--- config.mk ---
export PLATFORM = sky130hd
export DESIGN_NAME = dti_fifo_wr_ptr_ctrl_flat
export DESIGN_NICKNAME = d
export VERILOG_FILES = /design/src/rtl/dti_fifo_wr_ptr_ctrl_if.sv /design/src/rtl/dti_fifo_wr_ptr_ctrl.sv /design/src/flat_wrapper.sv
export SDC_FILE = /design/constraint.sdc
export NUM_CORES = 1
export LEC_CHECK = 0
export CAP_MARGIN = 40
export CORE_UTILIZATION = 44
export DETAILED_ROUTE_END_ITERATION = 8
export PLACE_DENSITY = 0.74
export RECOVER_POWER = 50
export SYNTH_ARGS = -nofsm -noshare
export SYNTH_HDL_FRONTEND = slang
export SYNTH_SLANG_ARGS = --single-unit
--- constraint.sdc ---
create_clock -name clk -period 3.5 [get_ports clk]
set_clock_uncertainty 0.05 [all_clocks]
set_input_delay 0.525 -clock clk [delete_from_list [all_inputs] [get_ports clk]]
set_output_delay 0.525 -clock clk [all_outputs]
set_load 0.01 [all_outputs]
--- src/rtl/dti_fifo_wr_ptr_ctrl_if.sv ---
// Write-side bus of the dual-clock FIFO pointer controller: producer handshake,
// memory write address, Gray pointer exchange with the read domain, and status.
interface dti_fifo_wr_ptr_ctrl_if #(
    parameter int unsigned ADDR_WIDTH = 4
);
    logic                  wr_req;
    logic                  wr_ack;
    logic [ADDR_WIDTH-1:0] wr_addr;
    logic [ADDR_WIDTH:0]   wr_ptr_gray;
    logic [ADDR_WIDTH:0]   rd_ptr_gray_sync;
    logic                  full;
    logic                  almost_full;
    logic [ADDR_WIDTH:0]   free_cnt;
    logic                  gray_err;

    // Producer / read-synchronizer side
    modport master (
        output wr_req,
        output rd_ptr_gray_sync,
        input  wr_ack,
        input  wr_addr,
        input  wr_ptr_gray,
        input  full,
        input  almost_full,
        input  free_cnt,
        input  gray_err
    );

    // Pointer controller side
    modport slave (
        input  wr_req,
        input  rd_ptr_gray_sync,
        output wr_ack,
        output wr_addr,
        output wr_ptr_gray,
        output full,
        output almost_full,
        output free_cnt,
        output gray_err
    );
endinterface

--- src/rtl/dti_fifo_wr_ptr_ctrl.sv ---
// Write-domain pointer controller for a dual-clock FIFO. Keeps the binary write
// pointer, publishes its registered Gray form, decodes the synchronized Gray read
// pointer and registers full / almost_full / free_cnt from next-state values.
module dti_fifo_wr_ptr_ctrl #(
    parameter int unsigned ADDR_WIDTH      = 4,
    parameter int unsigned ALMOST_FULL_THR = 2
) (
    input logic                    clk,
    input logic                    reset,
    dti_fifo_wr_ptr_ctrl_if.slave  bus
);
    localparam int unsigned PW = ADDR_WIDTH + 1;
    localparam logic [PW-1:0] DEPTH_V = PW'(1) << ADDR_WIDTH;
    localparam logic [PW-1:0] THR_V   = PW'(ALMOST_FULL_THR);

    logic [PW-1:0] wr_ptr_bin_q,  wr_ptr_bin_d;
    logic [PW-1:0] wr_ptr_gray_q, wr_ptr_gray_d;
    logic [PW-1:0] free_cnt_q,    free_cnt_d;
    logic          full_q,        full_d;
    logic          almost_full_q, almost_full_d;
    logic          gray_err_q,    gray_err_d;
    logic [PW-1:0] rd_gray_q;
    logic          chk_en_q;
    logic [PW-1:0] rd_bin;
    logic [PW-1:0] used_d;
    logic          wr_ack;

    // Push handshake and write address; full is registered so no long path
    assign wr_ack      = bus.wr_req & ~full_q;
    assign bus.wr_ack  = wr_ack;
    assign bus.wr_addr = wr_ptr_bin_q[ADDR_WIDTH-1:0];

    // Next-state pointer, Gray decode of the read pointer and derived status
    always_comb begin
        rd_bin = '0;
        // Each binary bit is the XOR of all Gray bits at or above it
        for (int unsigned i = 0; i < PW; i++) begin
            rd_bin[i] = ^(bus.rd_ptr_gray_sync >> i);
        end
        wr_ptr_bin_d  = wr_ptr_bin_q + PW'(wr_ack);
        wr_ptr_gray_d = wr_ptr_bin_d ^ (wr_ptr_bin_d >> 1);
        used_d        = wr_ptr_bin_d - rd_bin;
        free_cnt_d    = DEPTH_V - used_d;
        full_d        = (used_d == DEPTH_V);
        almost_full_d = (free_cnt_d <= THR_V);
        gray_err_d    = gray_err_q;
        if (chk_en_q && ($countones(bus.rd_ptr_gray_sync ^ rd_gray_q) > 1)) begin
            gray_err_d = 1'b1;
        end
    end

    // Pointer, status and Gray-check state; status updates together with wr_ptr_gray
    always_ff @(posedge clk) begin
        if (reset) begin
            wr_ptr_bin_q  <= '0;
            wr_ptr_gray_q <= '0;
            free_cnt_q    <= DEPTH_V;
            full_q        <= 1'b0;
            almost_full_q <= 1'b0;
            gray_err_q    <= 1'b0;
            rd_gray_q     <= '0;
            chk_en_q      <= 1'b0;
        end else begin
            wr_ptr_bin_q  <= wr_ptr_bin_d;
            wr_ptr_gray_q <= wr_ptr_gray_d;
            free_cnt_q    <= free_cnt_d;
            full_q        <= full_d;
            almost_full_q <= almost_full_d;
            gray_err_q    <= gray_err_d;
            rd_gray_q     <= bus.rd_ptr_gray_sync;
            chk_en_q      <= 1'b1;
        end
    end

    assign bus.wr_ptr_gray = wr_ptr_gray_q;
    assign bus.free_cnt    = free_cnt_q;
    assign bus.full        = full_q;
    assign bus.almost_full = almost_full_q;
    assign bus.gray_err    = gray_err_q;
endmodule

--- src/flat_wrapper.sv ---
// flat-port wrapper written by rule: the top's interface ports become plain ports
module dti_fifo_wr_ptr_ctrl_flat 
#(
    parameter int unsigned ADDR_WIDTH      = 4,
    parameter int unsigned ALMOST_FULL_THR = 2
)
  (clk, reset, bus_wr_req, bus_rd_ptr_gray_sync, bus_wr_ack, bus_wr_addr, bus_wr_ptr_gray, bus_full, bus_almost_full, bus_free_cnt, bus_gray_err);
  dti_fifo_wr_ptr_ctrl_if #(.ADDR_WIDTH(ADDR_WIDTH)) bus_i ();
  input logic clk;
  input logic reset;
  input wire logic [$bits(bus_i.wr_req)-1:0] bus_wr_req;
  input wire logic [$bits(bus_i.rd_ptr_gray_sync)-1:0] bus_rd_ptr_gray_sync;
  output wire logic [$bits(bus_i.wr_ack)-1:0] bus_wr_ack;
  output wire logic [$bits(bus_i.wr_addr)-1:0] bus_wr_addr;
  output wire logic [$bits(bus_i.wr_ptr_gray)-1:0] bus_wr_ptr_gray;
  output wire logic [$bits(bus_i.full)-1:0] bus_full;
  output wire logic [$bits(bus_i.almost_full)-1:0] bus_almost_full;
  output wire logic [$bits(bus_i.free_cnt)-1:0] bus_free_cnt;
  output wire logic [$bits(bus_i.gray_err)-1:0] bus_gray_err;
  assign bus_i.wr_req = bus_wr_req;
  assign bus_i.rd_ptr_gray_sync = bus_rd_ptr_gray_sync;
  assign bus_wr_ack = bus_i.wr_ack;
  assign bus_wr_addr = bus_i.wr_addr;
  assign bus_wr_ptr_gray = bus_i.wr_ptr_gray;
  assign bus_full = bus_i.full;
  assign bus_almost_full = bus_i.almost_full;
  assign bus_free_cnt = bus_i.free_cnt;
  assign bus_gray_err = bus_i.gray_err;
  dti_fifo_wr_ptr_ctrl #(.ADDR_WIDTH(ADDR_WIDTH), .ALMOST_FULL_THR(ALMOST_FULL_THR)) u_core (.clk(clk), .reset(reset), .bus(bus_i));
endmodule
# After elaboration in Yosys (flattened, before gate mapping)
# Index checks and enable logic that the tools add are counted.
# classes
n_addsub	7
n_mul	0
n_div	0
order_cmp	2
eq_ne	1
shifts	0
muxes	1
bitwise	4
n_reduce_logical	6
# ops
operator	count
32-bit by 1-bit adder with 32-bit output	1
32-bit adder	1
32-bit by 2-bit > comparator with 1-bit output, second input constant	1
5-bit XOR reduction	5
5-bit by 1-bit adder with 5-bit output	1
5-bit == test, second input constant	1
5-bit by 2-bit less-or-equal comparator with 1-bit output, second input constant	1
5-bit subtractor	1
5-bit subtractor, first input constant	1
5-bit by 4-bit XOR with 5-bit output	1
5-bit XOR	1
1-bit by 1-bit adder with 2-bit output	2
1-bit bitwise AND	1
1-bit logical AND	1
1-bit 2-to-1 mux	1
1-bit inverter	1
# word_totals
regBits	24
latchBits	0
mem_bits_rw	0
rom_bits	0
input_bits	8
elab_cells	29
mem_count	0

# Longest topological paths before layout
# depth
word_depth	6
depth_mapped	17
ltp_nobuf	17

# Worst setup path after synthesis
# OpenSTA, ideal clock, no wires.
# synth_path
kind	input -> register
start	input port bus_wr_req
end	register u_core.almost_full_q (netlist: u_core.bus.almost_full)
setup_ns	0.062
arrival_ns	3.798
path_slack_ns	-0.410
path_stages	16
path_buffers	0
cell_sequence	nor2b_1 -> ha_1 -> nand3_1 -> xor2_1 -> inv_1 -> ha_1 -> inv_1 -> a2111oi_2 -> nor4b_2 -> and3_1 -> ha_1 -> or2_2 -> a21oi_1 -> nand3_1 -> or3b_2 -> nand3_1
# synth_via
elab_chain_len	5
# synth_lines
item	line_no	text
start, declared	flat_wrapper.sv:11	input wire logic [$bits(bus_i.wr_req)-1:0] bus_wr_req;
1-bit bitwise AND	dti_fifo_wr_ptr_ctrl.sv:29	assign wr_ack = bus.wr_req & ~full_q;
5-bit by 1-bit adder with 5-bit output	dti_fifo_wr_ptr_ctrl.sv:40	wr_ptr_bin_d = wr_ptr_bin_q + PW'(wr_ack);
via u_core.wr_ptr_bin_d[3]	dti_fifo_wr_ptr_ctrl.sv:16	logic [PW-1:0] wr_ptr_bin_q, wr_ptr_bin_d;
5-bit subtractor	dti_fifo_wr_ptr_ctrl.sv:42	used_d = wr_ptr_bin_d - rd_bin;
5-bit subtractor	dti_fifo_wr_ptr_ctrl.sv:43	free_cnt_d = DEPTH_V - used_d;
via u_core.free_cnt_d[4]	dti_fifo_wr_ptr_ctrl.sv:18	logic [PW-1:0] free_cnt_q, free_cnt_d;
5-bit by 2-bit less-or-equal comparator with 1-bit output	dti_fifo_wr_ptr_ctrl.sv:45	almost_full_d = (free_cnt_d <= THR_V);
end signal, assigned	dti_fifo_wr_ptr_ctrl.sv:68	almost_full_q <= almost_full_d;
end, declared	dti_fifo_wr_ptr_ctrl.sv:20	logic almost_full_q, almost_full_d;
# The timed path passes the listed nets, and every way through them passes these cells.
# A chain may end at the register's enable or synchronous reset.

# Worst setup path in the final report
# Same ends and word-level chain as after synthesis.

==> impl_metrics.toml <==
[yosys]
syn_area_sq_um = 1180
syn_area_per_cell_sq_um = 9.94
synth.distinct_cells = 30
yosys_register_bits = 23
synth-edff-count = 0
async_flop_share = 0
seq_area_frac_synth = 0.389
synth_cells = 119
synthFlopType = "dfxtp_1"
synth.net_count = 140
ys.warnings.count = 0

[setup_path]
worstPathRequired_ps = 3700
crit_path_max_fanout = 6
worstSetupPathType = "primary input to flop"
cp-end-kind = "flop"
reg2reg_to = "u_core.bus.almost_full"
r2r-start = "u_core.bus.full"
r2r_slack_ps = 240
start_kind = "primary input"
crit_arrival_ps = 3560
r2r_cells = 15

[power]
power_density_nw_per_um2 = 517
clockPowerShare = 0.129
p_int_w = 0.000626
p_switching_w = 0.000328
power.share.switching = 0.344
total_power_w = 0.000954
vdd_drop_max_uv = 493
combinationalPowerShare = 0.543
p_seq_frac = 0.328
p_leak_nw = 0.806

[place]
dp.cells = 192
post_dp_cell_area_sq_um = 1720
gp_congestion = 0.854
portBuffers = 25
place_hpwl_um = 1860
pre_cts_ws_ps = -555

[route]
wl_um = 2520
vias = 963
avgViaCountPerCell = 4.79
wire_per_inst_um = 12.5
first_iter_violations = 11
post-route-drc-count = 0
first_pass_iters = 4
antenna_left = 0

[floorplan]
initial_core_util = 0.473
die_h_um = 53.8
rows = 18
die_w_um = 53.8
fp.dieArea_sq_um = 2900
core-area_sq_um = 2500
io_pins = 26

[timing]
worst_pin_slew_ps = 923
fin_crit_ps = 3360
rsz0062_at_grt = "no"
period_share = 0.960
final-hold-violation-count = 0
timing.slew.headroom = 0.384
fmax_ghz = 0.297
finalMaxSlewViolations = 0
setup_viol = 0
fin_ws_ps = 139

[layout]
design_area_sq_um = 1850
nets = 193
syn2layout_area_growth_pct = 56.1
antenna_cells = 0
final_cells = 201
drive_gt1_frac = 0.345

[clock_tree]
clk_pin_slew_ps = 140
insertion_delay_ps = 320
cts-hold-fix-buffers = 0
cts_buffers = 3
root_buffer = "clkbuf_4"
cts_sinks = 23
tritoncts = "yes"
cts_buffer_depth = 2
cts.htree.levels = 1

[global_routing]
grt_max_degree = 22
grt_pass1_vias = 928
grt_pass1_wl_um = 4180
overflow = 0
antenna_found_initial = 0
track_usage = 0.210

[hold_path]
hold_end = "u_core.bus.gray_err"
min-delay-start = "u_core.bus.gray_err"
hold_depth = 2
hold_path_class = "flop to flop"

[run_status]
status = "finished, final reports clean"

[run]
max_cap_viol_count = 0
## synthesized netlist by cell type (2+ instances only)
cell	instances	area share
a21oi_1	4	0.017
and2_1	3	0.016
clkbuf_1	3	0.0095
dfxtp_1	23	0.39
ha_1	12	0.13
inv_1	8	0.025
nand2_1	2	0.0064
nand2b_1	2	0.011
nand3_1	5	0.021
nor2_1	11	0.035
nor2b_1	9	0.048
xnor2_1	7	0.052
xnor2_2	2	0.028
xor2_1	12	0.089
## cell type report
type | instances | area, sq um
Multi-Input combinational cell | 85 | 873
Fill cell | 174 | 654
Sequential cell | 23 | 460
Timing Repair Buffer | 51 | 417
Tap cell | 30 | 37.5
Inverter | 8 | 30.0
Clock buffer | 3 | 22.5
Clock inverter | 1 | 5.00
## how the worst max path moves through the flow
| stage | start | to | slack (ps) | depth (start not counted) |
|---|---|---|---|---|
| 6_report | bus_wr_req | u_core.bus.almost_full | 140 | 16 |
| 5_1_grt | bus_wr_req | u_core.bus.almost_full | 3 | 16 |
| 4_1_cts | bus_rd_ptr_gray_sync[3] | u_core.bus.almost_full | 20 | 15 |
| 3_5_place_dp | bus_rd_ptr_gray_sync[3] | u_core.bus.almost_full | -550 | 18 |
| 3_3_place_gp | bus_rd_ptr_gray_sync[3] | u_core.bus.almost_full | -500 | 18 |
| 2_1_floorplan | bus_wr_req | u_core.bus.almost_full | 7 | 16 |
## worst max-delay path: stages
cell	delay (ps)
dlygate4sd2_1	230
nor2b_4	130
ha_4	170
ha_4	180
xor2_4	160
ha_4	290
and2_4	150
a31oi_4	150
nand2b_1	90
a21oi_2	130
xnor2_1	130
ha_1	240
or2_4	270
a21oi_4	150
or4b_4	470
nand3_1	90
## metal layers
| metal | vias up | share of wire | GRT usage |
|---|---|---|---|
| met5 | - | 0 | 0 |
| met4 | 0 | 0.020 | 0.0921 |
| met3 | 4 | 0.023 | 0.0339 |
| met2 | 15 | 0.51 | 0.350 |
| met1 | 449 | 0.44 | 0.263 |
| li1 | 495 | - | - |
## cell families (layout without fill, tap and decap cells)
logic type / count (synthesis) / after routing / synth area share
xor+xnor: 21 / 21 / 0.168
buf+inv: 11 / 63 / 0.0349
simple gates: 39 / 39 / 0.187
flops: 23 / 23 / 0.389
compound gates: 12 / 12 / 0.0762
fa+ha+maj: 13 / 13 / 0.144
## cells in the final DEF (no fill, tap or decap), drive strengths merged
cell type / Yosys / final
nor2b: 9 / 9
nand3: 5 / 5
and3: 1 / 1
a21o: 1 / 1
o2111a: 1 / 1
nor4b: 1 / 1
or3b: 1 / 1
a211oi: 1 / 1
and2: 3 / 3
clkinv: 0 / 1
buf: 0 / 24
clkdlybuf4s50: 0 / 15
dlygate4sd2: 0 / 1
clkbuf: 3 / 9
fa: 1 / 1
dfxtp: 23 / 23
nor3: 1 / 1
xor2: 12 / 12
and4: 1 / 1
dlygate4sd3: 0 / 5
nor2: 11 / 11
a21oi: 4 / 4
a32oi: 1 / 1
xnor2: 9 / 9
a211o: 1 / 1
a31oi: 1 / 1
o21ai: 1 / 1
inv: 8 / 8
a2111oi: 1 / 1
nand2b: 2 / 2
nand2: 2 / 2
or4b: 1 / 1
ha: 12 / 12
or2: 1 / 1
## power groups by stage
stage	logic (W)	registers, W	clock network, W
after floorplan	0.000243	0.000336	0
after detailed placement	0.000459	0.000319	0
after global routing	0.000571	0.000317	0.000139
after CTS	0.000523	0.000314	0.000122
final	0.000518	0.000313	0.000123
after global placement	0.000441	0.000317	0
## sequential cells by signal (all words and copies together), names as in the netlist
name                    count
u_core.bus.almost_full      1
u_core.bus.free_cnt         5
u_core.bus.full             1
u_core.bus.gray_err         1
u_core.bus.wr_ptr_gray      5
u_core.chk_en_q             1
u_core.rd_gray_q            5
u_core.wr_ptr_bin_q         4
## repair_timing
action	4_1_cts	5_1_grt
gates resized for setup	19	9
buffers inserted	5	0
pin swaps	18	8
setup endpoints to repair	1	1
## per-stage QoR
step                      TNS [ps]   util  hold WS [ps]
after floorplan                  0      -           389
after global placement        -500  0.689           382
after detailed placement      -555  0.689           409
after CTS                        0  0.746           431
after global routing             0  0.738           461
final                            0  0.738           444
(Power assumes the default switching activity.)
